### config.mk
export PLATFORM = sky130hd
export DESIGN_NAME = nexys_starship_repair_arb
export DESIGN_NICKNAME = d
export VERILOG_FILES = /design/src/rtl/nexys_starship_repair_arb.sv
export SDC_FILE = /design/constraint.sdc
export NUM_CORES = 1
export LEC_CHECK = 0
export ABC_AREA = 1
export BUFFER_PORTS_ARGS = -buffer_cell sky130_fd_sc_hd__buf_2
export CORE_MARGIN = 3
export CORE_UTILIZATION = 45
export DETAILED_ROUTE_END_ITERATION = 8
export PLACE_DENSITY_LB_ADDON = 0.2
export SLEW_MARGIN = 10
export SYNTH_ARGS = -nofsm -noshare
export SYNTH_HDL_FRONTEND = slang
export SYNTH_SLANG_ARGS = --single-unit
### constraint.sdc
create_clock -name Clk -period 2.3 [get_ports Clk]
set_input_delay 0.46 -clock Clk [delete_from_list [all_inputs] [get_ports Clk]]
set_output_delay 0.46 -clock Clk [all_outputs]
set_load 0.1 [all_outputs]
### src/rtl/nexys_starship_repair_arb.sv
// nexys_starship_repair_arb
// Shares the single switch-entry / submit resource among the four repair
// rooms (top, bottom, left, right). One broken room is granted at a time;
// its target combo is presented for display and the submitted code is
// checked against it. A correct code produces a one-cycle fix pulse to the
// owning room, a wrong code or an expired grant starts a penalty window.
//
// Optional build macro: STARSHIP_ARB_PRIORITY_EN
//   defined   -> fixed priority top > btm > left > right (rr_ptr frozen)
//   undefined -> round-robin starting at rr_ptr (default)
//
// Handshake: req[i] is a level "room i is broken" request. grant is a
// one-hot level that stays high while the room is being served. A request
// is considered consumed only when fix[i] pulses. Dropping req[i] while it
// is granted withdraws it silently. The requester never needs to wait on
// grant before dropping req.
module nexys_starship_repair_arb #(
    parameter int TIMEOUT_TICKS  = 10,
    parameter int PENALTY_CYCLES = 50000000,
    parameter int CNT_W          = 26
) (
    input  logic        Clk,
    input  logic        Reset,
    input  logic        play_flag,
    input  logic        gameover_ctrl,
    input  logic [3:0]  req,
    input  logic [15:0] target_combo,
    input  logic [3:0]  hex_combo,
    input  logic        submit,
    input  logic        tick,
    output logic [3:0]  grant,
    output logic [3:0]  active_combo,
    output logic [3:0]  fix,
    output logic        timeout,
    output logic        miss,
    output logic [3:0]  miss_count,
    output logic        busy,
    output logic [1:0]  state_dbg
);

    typedef enum logic [1:0] {
        IDLE    = 2'd0,
        SERVE   = 2'd1,
        CHECK   = 2'd2,
        PENALTY = 2'd3
    } state_t;

    localparam int TIM_W = (TIMEOUT_TICKS > 1) ? $clog2(TIMEOUT_TICKS) : 1;
    localparam logic [TIM_W-1:0] TIM_LAST = TIM_W'(TIMEOUT_TICKS - 1);
    localparam logic [CNT_W-1:0] PEN_LAST = CNT_W'(PENALTY_CYCLES - 1);

    state_t             state, state_n;
    logic [1:0]         rr_ptr, rr_ptr_n;
    logic [1:0]         win, win_n;
    logic [3:0]         grant_n, active_n, fix_n, miss_count_n;
    logic               timeout_n, miss_n;
    logic [TIM_W-1:0]   timer, timer_n;
    logic [CNT_W-1:0]   pen_cnt, pen_cnt_n;
    logic [3:0]         captured, captured_n;

    logic [1:0]         scan_base;
    logic [1:0]         rr_adv;
    logic               pick_found;
    logic [1:0]         pick_idx;
    logic [1:0]         cand;
    logic [3:0]         win_target;
    logic [3:0]         pick_target;

`ifdef STARSHIP_ARB_PRIORITY_EN
    // Fixed priority: always scan from top, pointer never moves.
    assign scan_base = 2'd0;
    assign rr_adv    = rr_ptr;
`else
    // Round-robin: scan from the pointer, release moves it past the winner.
    assign scan_base = rr_ptr;
    assign rr_adv    = win + 2'd1;
`endif

    assign win_target  = target_combo[{win, 2'b00} +: 4];
    assign pick_target = target_combo[{pick_idx, 2'b00} +: 4];
    assign state_dbg   = state;

    // Pick the first pending request scanning upward from scan_base with wrap.
    always_comb begin
        pick_found = 1'b0;
        pick_idx   = scan_base;
        cand       = scan_base;
        for (int i = 0; i < 4; i++) begin
            cand = scan_base + 2'(i);
            if (!pick_found && req[cand]) begin
                pick_found = 1'b1;
                pick_idx   = cand;
            end
        end
    end

    // Next-state and next-output logic; gameover overrides every state.
    always_comb begin
        state_n      = state;
        rr_ptr_n     = rr_ptr;
        win_n        = win;
        grant_n      = grant;
        active_n     = active_combo;
        fix_n        = 4'd0;
        timeout_n    = 1'b0;
        miss_n       = 1'b0;
        miss_count_n = miss_count;
        timer_n      = timer;
        pen_cnt_n    = pen_cnt;
        captured_n   = captured;

        if (gameover_ctrl) begin
            state_n  = IDLE;
            grant_n  = 4'd0;
            active_n = 4'd0;
        end else begin
            case (state)
                IDLE: begin
                    if (play_flag && pick_found) begin
                        win_n    = pick_idx;
                        grant_n  = 4'b0001 << pick_idx;
                        active_n = pick_target;
                        timer_n  = '0;
                        state_n  = SERVE;
                    end
                end
                SERVE: begin
                    active_n = win_target;
                    if (submit) begin
                        captured_n = hex_combo;
                        state_n    = CHECK;
                    end else if (tick) begin
                        if (timer == TIM_LAST) begin
                            timeout_n = 1'b1;
                            grant_n   = 4'd0;
                            active_n  = 4'd0;
                            rr_ptr_n  = rr_adv;
                            pen_cnt_n = '0;
                            state_n   = PENALTY;
                        end else begin
                            timer_n = timer + 1'b1;
                        end
                    end else if (!req[win]) begin
                        grant_n  = 4'd0;
                        active_n = 4'd0;
                        state_n  = IDLE;
                    end
                end
                CHECK: begin
                    grant_n  = 4'd0;
                    active_n = 4'd0;
                    rr_ptr_n = rr_adv;
                    if (captured == active_combo) begin
                        fix_n   = grant;
                        state_n = IDLE;
                    end else begin
                        miss_n    = 1'b1;
                        pen_cnt_n = '0;
                        state_n   = PENALTY;
                        if (miss_count != 4'hF) begin
                            miss_count_n = miss_count + 4'd1;
                        end
                    end
                end
                PENALTY: begin
                    if (pen_cnt == PEN_LAST) begin
                        state_n = IDLE;
                    end else begin
                        pen_cnt_n = pen_cnt + 1'b1;
                    end
                end
                default: begin
                    state_n  = IDLE;
                    grant_n  = 4'd0;
                    active_n = 4'd0;
                end
            endcase
        end
    end

    // State and output registers with asynchronous active-low reset.
    always_ff @(posedge Clk or negedge Reset) begin
        if (!Reset) begin
            state        <= IDLE;
            rr_ptr       <= 2'd0;
            win          <= 2'd0;
            grant        <= 4'd0;
            active_combo <= 4'd0;
            fix          <= 4'd0;
            timeout      <= 1'b0;
            miss         <= 1'b0;
            miss_count   <= 4'd0;
            busy         <= 1'b0;
            timer        <= '0;
            pen_cnt      <= '0;
            captured     <= 4'd0;
        end else begin
            state        <= state_n;
            rr_ptr       <= rr_ptr_n;
            win          <= win_n;
            grant        <= grant_n;
            active_combo <= active_n;
            fix          <= fix_n;
            timeout      <= timeout_n;
            miss         <= miss_n;
            miss_count   <= miss_count_n;
            busy         <= (state_n != IDLE);
            timer        <= timer_n;
            pen_cnt      <= pen_cnt_n;
            captured     <= captured_n;
        end
    end

endmodule

# Yosys cells after proc, flatten, opt, wreduce, memory -nomap -nowiden
# Cells that the tools add are included.
[totals] regBits=59 latch_bits=0 ram_bits=0 romBits=0 inputBits=30 out_inout_bits=21 wordCells=135 n_memories=0
[op_classes] addsub=7 multipliers=0 div_mod_pow=0 n_lt_le_gt_ge=5 eq_ne=18 shifts=3 n_mux=66 bitwise_logic=2 n_reduce_logical=21
[op_table] cell="two-way mux 26 bit" count=5
[op_table] cell="one-hot mux 26 bit (3 select lines)" count=1
[op_table] cell="two-way mux 4 bit" count=19
[op_table] cell="indexed part select 16 x 5 -> 4 bit" count=2
[op_table] cell="two-way mux 2 bit" count=14
[op_table] cell="adder 26 x 1 -> 26 bit (second input constant)" count=1
[op_table] cell="== test 26 bit (second input constant)" count=1
[op_table] cell="one-hot mux 4 bit (3 select lines)" count=2
[op_table] cell="two-way mux 1 bit" count=17
[op_table] cell="< comparator 2 x 3 -> 1 bit (second input constant)" count=5
[op_table] cell="inequality test 2 bit (second input constant)" count=7
[op_table] cell="inequality test 4 bit (second input constant)" count=3
[op_table] cell="binary-select mux 1 bit (select 2 bit)" count=5
[op_table] cell="AND reduction 5 bit" count=2
[op_table] cell="adder 4 x 1 -> 4 bit (second input constant)" count=2
[op_table] cell="one-hot mux 2 bit (4 select lines)" count=1
[op_table] cell="one-hot mux 4 bit (2 select lines)" count=1
[op_table] cell="AND reduction 7 bit" count=1
[op_table] cell="inequality test 3 bit (second input constant)" count=2
[op_table] cell="AND reduction 3 bit" count=2
[op_table] cell="AND reduction 6 bit" count=1
[op_table] cell="nonzero test 2 bit" count=3
[op_table] cell="adder 2 x 1 -> 2 bit (second input constant)" count=2
[op_table] cell="adder 2 bit (second input constant)" count=2
[op_table] cell="other kinds (14)" count=21

# Logic depth before layout (Yosys ltp)
# Gate-level depths: netlist (run 1).
[logic_depth] depth_word=17 mapped_depth=19 ltp_nobuf=17

# Least setup slack after synthesis (run 1)
# OpenSTA, ideal clock, no wires.
[synth_path] path_type="register to register" from="register state[1] (netlist: state_dbg[1])" to="register pen_cnt[19]" setup_ps=125 t_arrival_ps=2541 required_ps=2175 setup_slack_ps=-366 path_stages_with_launch=10 n_path_buf=1 period_less_slack_ps=2666 cell_sequence="dfrtp_1 -> inv_1 -> ha_1 -> inv_1 -> nor2_1 -> inv_1 -> nand4_1 -> nor2_2 -> buf_6 -> mux2_4"
[synth_via] elab_chain_cells=3 elab_cells_between_ends=11 classes_between="eq/ne: 8; mux: 1; reduce/logical: 2"
[synth_rtl] element="start, declared" line="52" rtl="state_t state, state_n;"
[synth_rtl] element="start signal, assigned" line="198" rtl="state <= state_n;"
[synth_rtl] element="== test 2 bit / == test 2 x 1 -> 1 bit (equally long branches)" line="117" rtl="case (state)"
[synth_rtl] element="inequality test 2 bit (no source line) / nonzero test 3 bit (equally long branches)"
[synth_rtl] element="AND reduction 7 bit (no source line)"
[synth_rtl] element="end signal, assigned" line="209" rtl="pen_cnt <= pen_cnt_n;"
[synth_rtl] element="end, declared" line="58" rtl="logic [CNT_W-1:0] pen_cnt, pen_cnt_n;"
# Several ways; a longest one is shown, not always the timed one.
# A chain may end at the register's enable or synchronous reset.

# Final worst setup path (run 1)
[layout_path] from="register state[1] (netlist: state_dbg[1])" to="register pen_cnt[14]"
# Same word-level chain as after synthesis.

==> results.sh, run 1 <==
export IMPL_crit_path_end_kind="register"
export IMPL_ys_warn_count=0
export IMPL_die_h_um=102.3
export IMPL_htree_levels=3
export IMPL_layout_nets=692
export IMPL_r2r_cells=9
export IMPL_p_sw_uw=3305
export IMPL_r2r_start="state_dbg[1]"
export IMPL_cts_setup_buffers=0
export IMPL_ys_types=36
export IMPL_async_flop_share_pct=100.0
export IMPL_path_max_fanout=42
export IMPL_syn_nets=631
export IMPL_critPathLaunchType="register"
export IMPL_die_x_um=102.3
export IMPL_antenna_found_initial=0
export IMPL_pwr_share_comb_pct=58.4
export IMPL_outcome="finished, final reports clean"
export IMPL_yosysSeqAreaShare_pct=35.37
export IMPL_synth_top_area_share_pct=35.37
export IMPL_routabilityCongestion=0.9214
export IMPL_grt_setup_unrepaired="false"
export IMPL_grt_max_degree=43
export IMPL_synth_simple_area_share_pct=39.12
export IMPL_grt_overflow_total=0
export IMPL_crit_start="state_dbg[1]"
export IMPL_start_util_pct=47.17
export IMPL_synth_top_family_by_area="simple AND/OR/NAND/NOR gates"
export IMPL_total_power_uw=6170
export IMPL_drc=0
export IMPL_drive_above_1_share_pct=19.12
export IMPL_tns_ns=0
export IMPL_syn_to_final_growth_pct=14.96
export IMPL_tightestPinTransition_ns=0.6908
export IMPL_grt_pass1_vias=3671
export IMPL_clk_latency_ns=0.34
export IMPL_drt_pass1_iter_count=6
export IMPL_finalCritPeriodShare_pct=92.35
export IMPL_p_per_area_nw_per_um2=1286
export IMPL_drt_initial_drc_count=353
export IMPL_finClkSkew_ns=0.01394
export IMPL_routed_wl_mm=10.41
export IMPL_clkSinkCount=59
export IMPL_post_drt_wl_per_cell_um=13.57
export IMPL_drv_slew=0
export IMPL_clock_fmax_ghz=0.4708
export IMPL_pwr_share_clk_pct=17.3
export IMPL_io_buffers=50
export IMPL_grt_pass1_wl_mm=17.51
export IMPL_clk_pin_slew_ns=0.08
export IMPL_synth_edf_count=0
export IMPL_synth_ff_type="dfrtp_1"
export IMPL_hold_path_class="input pin to async pin"
export IMPL_viasPerCell=5.308
export IMPL_grt_use_total_pct=20.99
export IMPL_synthTopCellsByCount="nand2_1, inv_1, dfrtp_1"
export IMPL_yosysTopAreaCell="dfrtp_1"
export IMPL_cts_tree="done"
export IMPL_cts_root_buffer="clkbuf_8"
export IMPL_synthMuxAreaShare_pct=1.529
export IMPL_syn_inst=593
export IMPL_postRouteAntennaNets=0
export IMPL_leakagePower_uw=0.002454
export IMPL_slew_headroom_pct=53.95
export IMPL_power_frac_seq_pct=24.3
export IMPL_core_um2=8848
export IMPL_synth_compound_area_share_pct=7.944
export IMPL_syn_area_um2=4174
export IMPL_ios=51
export IMPL_rows=34
export IMPL_cts_resized=0
export IMPL_clockBufferDepth=2
export IMPL_postCtsHoldBufs=0
export IMPL_swShare_pct=53.56
export IMPL_synth_fa_ha_area_share_pct=2.398
export IMPL_p_int_uw=2865
export IMPL_crit_type="register to register"
export IMPL_dpl_hpwl_mm=7.992
export IMPL_worstPathRequired_ns=2.52
export IMPL_synthTopCellsByArea="dfrtp_1, nand2_1, inv_1, nand3_1, o21ai_0"
export IMPL_vias=4071
export IMPL_syn_avg_cell_area_um2=7.039
export IMPL_ir_drop_mv=1.212
export IMPL_yosysMostFrequentCell="nand2_1"
export IMPL_hold_viol=0
export IMPL_ys_ff_latch=59
export IMPL_maxCapViolCount=0
export IMPL_cts_buffers=9
export IMPL_synthXorXnorAreaFrac_pct=4.197
export IMPL_diodes=0
export IMPL_worstPathArrival_ns=2.35
export IMPL_setup_violations=0
export IMPL_post_route_min_period_ns=2.124
export IMPL_die_area_um2=10470
metal layers:
layer,vias to the layer above,routed length (um),part of all wire [%],track usage (%)
li1,2030,-,-,-
met1,1870,5134,49,31.58
met2,152,4460,43,30.68
met3,19,684,6.6,5.119
met4,0,125,1.2,4.339
met5,-,0,0,0
state kept, by name, summed over array words and instances (netlist names), 4 cells and up:
signal	cells
pen_cnt	26
timer	4
grant	4
active_combo	4
captured	4
fix	4
miss_count	4
power groups by stage:
| stage | combinational [uW] | clock, uW | sequential [uW] |
|---|---|---|---|
| after floorplan | 2230 | 0 | 2220 |
| after global placement | 3510 | 0 | 1510 |
| after detailed placement | 3570 | 0 | 1520 |
| after CTS | 3590 | 1090 | 1500 |
| after global routing | 3940 | 1150 | 1540 |
| final | 3600 | 1070 | 1500 |
through the flow:
| stage | util, % | instance area, um^2 | hold slack, ns | setup WS [ns] | std cells |
|---|---|---|---|---|---|
| 4_1_cts | 54.23 | 4798 | 0.1878 | 0.1684 | 767 |
| 2_1_floorplan | - | 4179 | 0.1644 | 0.06324 | 593 |
| 5_1_grt | 54.23 | 4798 | 0.1975 | 0.01538 | 767 |
| 6_report | 54.23 | 4798 | 0.1656 | 0.1760 | 767 |
| 3_3_place_gp | 51.75 | 4579 | 0.4755 | 0.2660 | 751 |
| 3_5_place_dp | 51.75 | 4579 | 0.4799 | 0.1855 | 751 |
layout make-up:
cell class | count | area (um^2)
well taps | 108 | 135.1
multi-input cells | 439 | 2303
clock buffers | 12 | 145.1
flip-flops and latches | 59 | 1481
fillers | 867 | 4050
repair buffers | 60 | 337.8
clock inverters | 4 | 73.82
inverters | 85 | 321.6
cells by family (layout without fill, tap and decap cells):
| kind of cell | Yosys count | count (layout) |
|---|---|---|
| AOI/OAI and AO/OA | 63 | 63 |
| muxes | 5 | 5 |
| buffers and inverters | 95 | 161 |
| adders and majority gates | 8 | 8 |
| xor gates and xnor gates | 20 | 20 |
| DFF | 59 | 59 |
| and+or+nand+nor | 343 | 343 |
cell usage in the layout, fill, tap and decap left out, types with 2 or more instances in the layout:
| cell | instances |
|---|---|
| o21ai_0 | 41 |
| bufinv_16 | 2 |
| clkbuf_1 | 2 |
| mux2_4 | 2 |
| dfrtp_1 | 57 |
| nor2_1 | 46 |
| nand2_2 | 24 |
| xnor2_1 | 3 |
| nand4_4 | 2 |
| nor3_1 | 11 |
| ha_1 | 8 |
| nor4_1 | 5 |
| buf_4 | 9 |
| o21ai_1 | 4 |
| mux2_2 | 3 |
| buf_2 | 50 |
| xor2_1 | 17 |
| nand4_1 | 22 |
| nand3_1 | 48 |
| a21oi_1 | 8 |
| nor2_2 | 4 |
| nand2_4 | 7 |
| clkbuf_8 | 10 |
| inv_2 | 3 |
| nand2_1 | 168 |
| inv_1 | 81 |
| o22ai_1 | 8 |
path summary, 6_finish.rpt:
| path | slack (ns) | endpoint |
|---|---|---|
| max | 0.18 | pen_cnt[14] |
| min | 0.17 | pen_cnt[10] |
| max reg2reg | 0.18 | pen_cnt[14] |
| min reg2reg | 0.49 | captured[2] |
| max in group asynchronous | 1.43 | pen_cnt[3] |
| min in group Clk | 0.32 | captured[3] |
worst max-delay path: stages (launching register included):
cell and delay [ns]:
dfrtp_4 0.44, inv_1 0.08, ha_1 0.25, nand2_1 0.12, nand3_1 0.11, inv_1 0.09, nand4_1 0.17, nor2_2 0.20
buf_12 0.22, mux2_2 0.35
Power figures use the tool's default switching activity.
==> run 2, diff against run 1 <==
--- a/config.mk
+++ b/config.mk
@@ -8,9 +8,10 @@
 export ABC_AREA = 1
 export BUFFER_PORTS_ARGS = -buffer_cell sky130_fd_sc_hd__buf_2
 export CORE_MARGIN = 3
-export CORE_UTILIZATION = 45
+export CORE_UTILIZATION = 59
 export DETAILED_ROUTE_END_ITERATION = 8
 export PLACE_DENSITY_LB_ADDON = 0.2
+export SKIP_LAST_GASP = 1
 export SLEW_MARGIN = 10
 export SYNTH_ARGS = -nofsm -noshare
 export SYNTH_HDL_FRONTEND = slang
==> run 2 against run 1 <==
  * Fmax grew 0.92%
  * Core utilization grew 16 points
  * Power grew 0.30%
  * Combinational power is essentially flat
  * Largest cell class unchanged
  * Highest routed layer unchanged
==> results.sh, run 2 (synthesis results as in run 1) <==
export IMPL_outcome="finished, final reports clean"
export IMPL_core_um2=6832
export IMPL_viasPerCell=5.411
export IMPL_start_util_pct=61.10
export IMPL_largest_reg_flops=26
export IMPL_crit_type="register to register"
export IMPL_grt_setup_unrepaired="false"
export IMPL_cts_resized=0
export IMPL_clockBufferDepth=2
export IMPL_hold_path_class="input pin to async pin"
export IMPL_crit_start="state_dbg[1]"
export IMPL_die_area_um2=8120
export IMPL_ios=51
export IMPL_setup_violations=0
export IMPL_tightestPinTransition_ns=0.5638
export IMPL_p_per_area_nw_per_um2=1289
export IMPL_cts_setup_buffers=0
export IMPL_crit_path_end_kind="register"
export IMPL_clkSinkCount=59
export IMPL_clk_latency_ns=0.35
export IMPL_drc=0
export IMPL_hold_viol=0
export IMPL_post_drt_wl_per_cell_um=13.64
export IMPL_setup_slack_ns=0.1952
export IMPL_routabilityCongestion=1.010
export IMPL_postRouteAntennaNets=0
export IMPL_postPlaceCellArea_um2=4569
export IMPL_fill_cells=603
export IMPL_dpl_hpwl_mm=7.955
export IMPL_io_buffers=50
export IMPL_grt_overflow_total=0
export IMPL_grt_pass1_vias=3807
export IMPL_htree_levels=3
export IMPL_critPathBufInv=3
export IMPL_cp_top_family="simple AND/OR/NAND/NOR gates"
export IMPL_final_common_cell="nand2_1"
export IMPL_holdWs_ns=0.07595
export IMPL_finalCritPeriodShare_pct=91.51
export IMPL_path_max_fanout=42
export IMPL_drt_pass1_iter_count=5
export IMPL_leakagePower_uw=0.002461
export IMPL_cp_slowest_cell="dfrtp_4"
export IMPL_drive_above_1_share_pct=19.30
export IMPL_cts_tree="done"
export IMPL_clk_pin_slew_ns=0.07
export IMPL_pre_cts_ws_ns=0.2130
export IMPL_antenna_found_initial=0
export IMPL_r2r_start="state_dbg[1]"
export IMPL_die_x_um=90.11
export IMPL_layout_nets=691
export IMPL_tns_ns=0
export IMPL_cp_common_cell="inv_1"
export IMPL_worstPathRequired_ns=2.52
export IMPL_fin_area_um2=4802
export IMPL_clock_fmax_ghz=0.4751
export IMPL_maxCapViolCount=0
export IMPL_grt_use_total_pct=26.01
export IMPL_top_register="pen_cnt"
export IMPL_grt_max_degree=43
export IMPL_finClkSkew_ns=0.01145
export IMPL_postCtsHoldBufs=0
export IMPL_critPathLaunchType="register"
export IMPL_syn_to_final_growth_pct=15.05
export IMPL_routed_wl_mm=10.28
export IMPL_cts_buffers=9
export IMPL_post_route_min_period_ns=2.105
export IMPL_drv_slew=0
export IMPL_layout_common_cells="nand2_1, inv_1, dfrtp_1"
export IMPL_grt_pass1_wl_mm=17.45
export IMPL_slew_headroom_pct=62.07
export IMPL_cts_root_buffer="clkbuf_8"
export IMPL_drt_initial_drc_count=313
export IMPL_diodes=0
export IMPL_die_h_um=90.11
export IMPL_vias=4080
export IMPL_cpPeakStageDelay_ns=0.44
export IMPL_path_cells="inv_1 > ha_1 > nand2_1 > nand3_1 > inv_1 > nand4_1 > nor2_2 > buf_12 > mux2_2"
export IMPL_rows=30
export IMPL_ir_drop_mv=1.190
export IMPL_worstPathArrival_ns=2.33
==> run 2: cell types whose count changed in the layout (fill, tap and decap cells not counted), sizes merged <==
| cell | change |
|---|---|
| inv | +3 |
| clkbuf | -2 |
| buf | -1 |
| clkinv | -1 |
==> run 2: area by class of cell <==
class | count | area, um^2 | area share, %
sequential | 59 | 1481 | 30.85
tap | 96 | 120.1 | 2.501
clock buffer | 10 | 137.6 | 2.866
multi-input combinational | 439 | 2303 | 47.97
clock inverter | 6 | 95.09 | 1.980
inverter | 85 | 321.6 | 6.696
timing repair buffer | 59 | 342.8 | 7.139
==> run 2: power breakdown <==
group,switching (uW),total (uW),internal (uW)
Clock,453,1110,652
Combinational,2640,3580,949
Sequential,223,1500,1280
==> run 2: final timing paths <==
| path | end | slack [ns] | cells after the start |
|---|---|---|---|
| worst max-delay path | pen_cnt[14] | 0.20 | 9 |
| worst min-delay path | grant[3] | 0.08 | 1 |
| worst max register to register | pen_cnt[14] | 0.20 | 9 |
| worst min register to register | captured[3] | 0.50 | 2 |
| max in group asynchronous | pen_cnt[10] | 1.64 | 2 |
| min in group Clk | captured[2] | 0.31 | 3 |
==> run 2: metrics by stage <==
stage	cells	utilization [%]	total power (uW)
after CTS	754	70.29	6190
final	754	70.29	6188
after global placement	738	66.89	4996
after global routing	754	70.29	6666
after floorplan	593	-	4451
after detailed placement	738	66.89	5059
==> run 2: worst reg2reg max path, stage by stage, from the launching register on <==
cell and delay [ns]:
dfrtp_4 0.44, inv_1 0.08, ha_1 0.25, nand2_1 0.11, nand3_1 0.10, inv_1 0.09, nand4_1 0.16, nor2_2 0.19
buf_12 0.21, mux2_2 0.36
==> run 2: layer usage <==
metal / global-route usage [%] / part of all wire (%) / routed length [um]
met5: 0 / 0 / 0
met2: 41.07 / 46 / 4747
met3: 4.435 / 4.7 / 485
met1: 36.53 / 47 / 4877
met4: 8.291 / 1.7 / 172
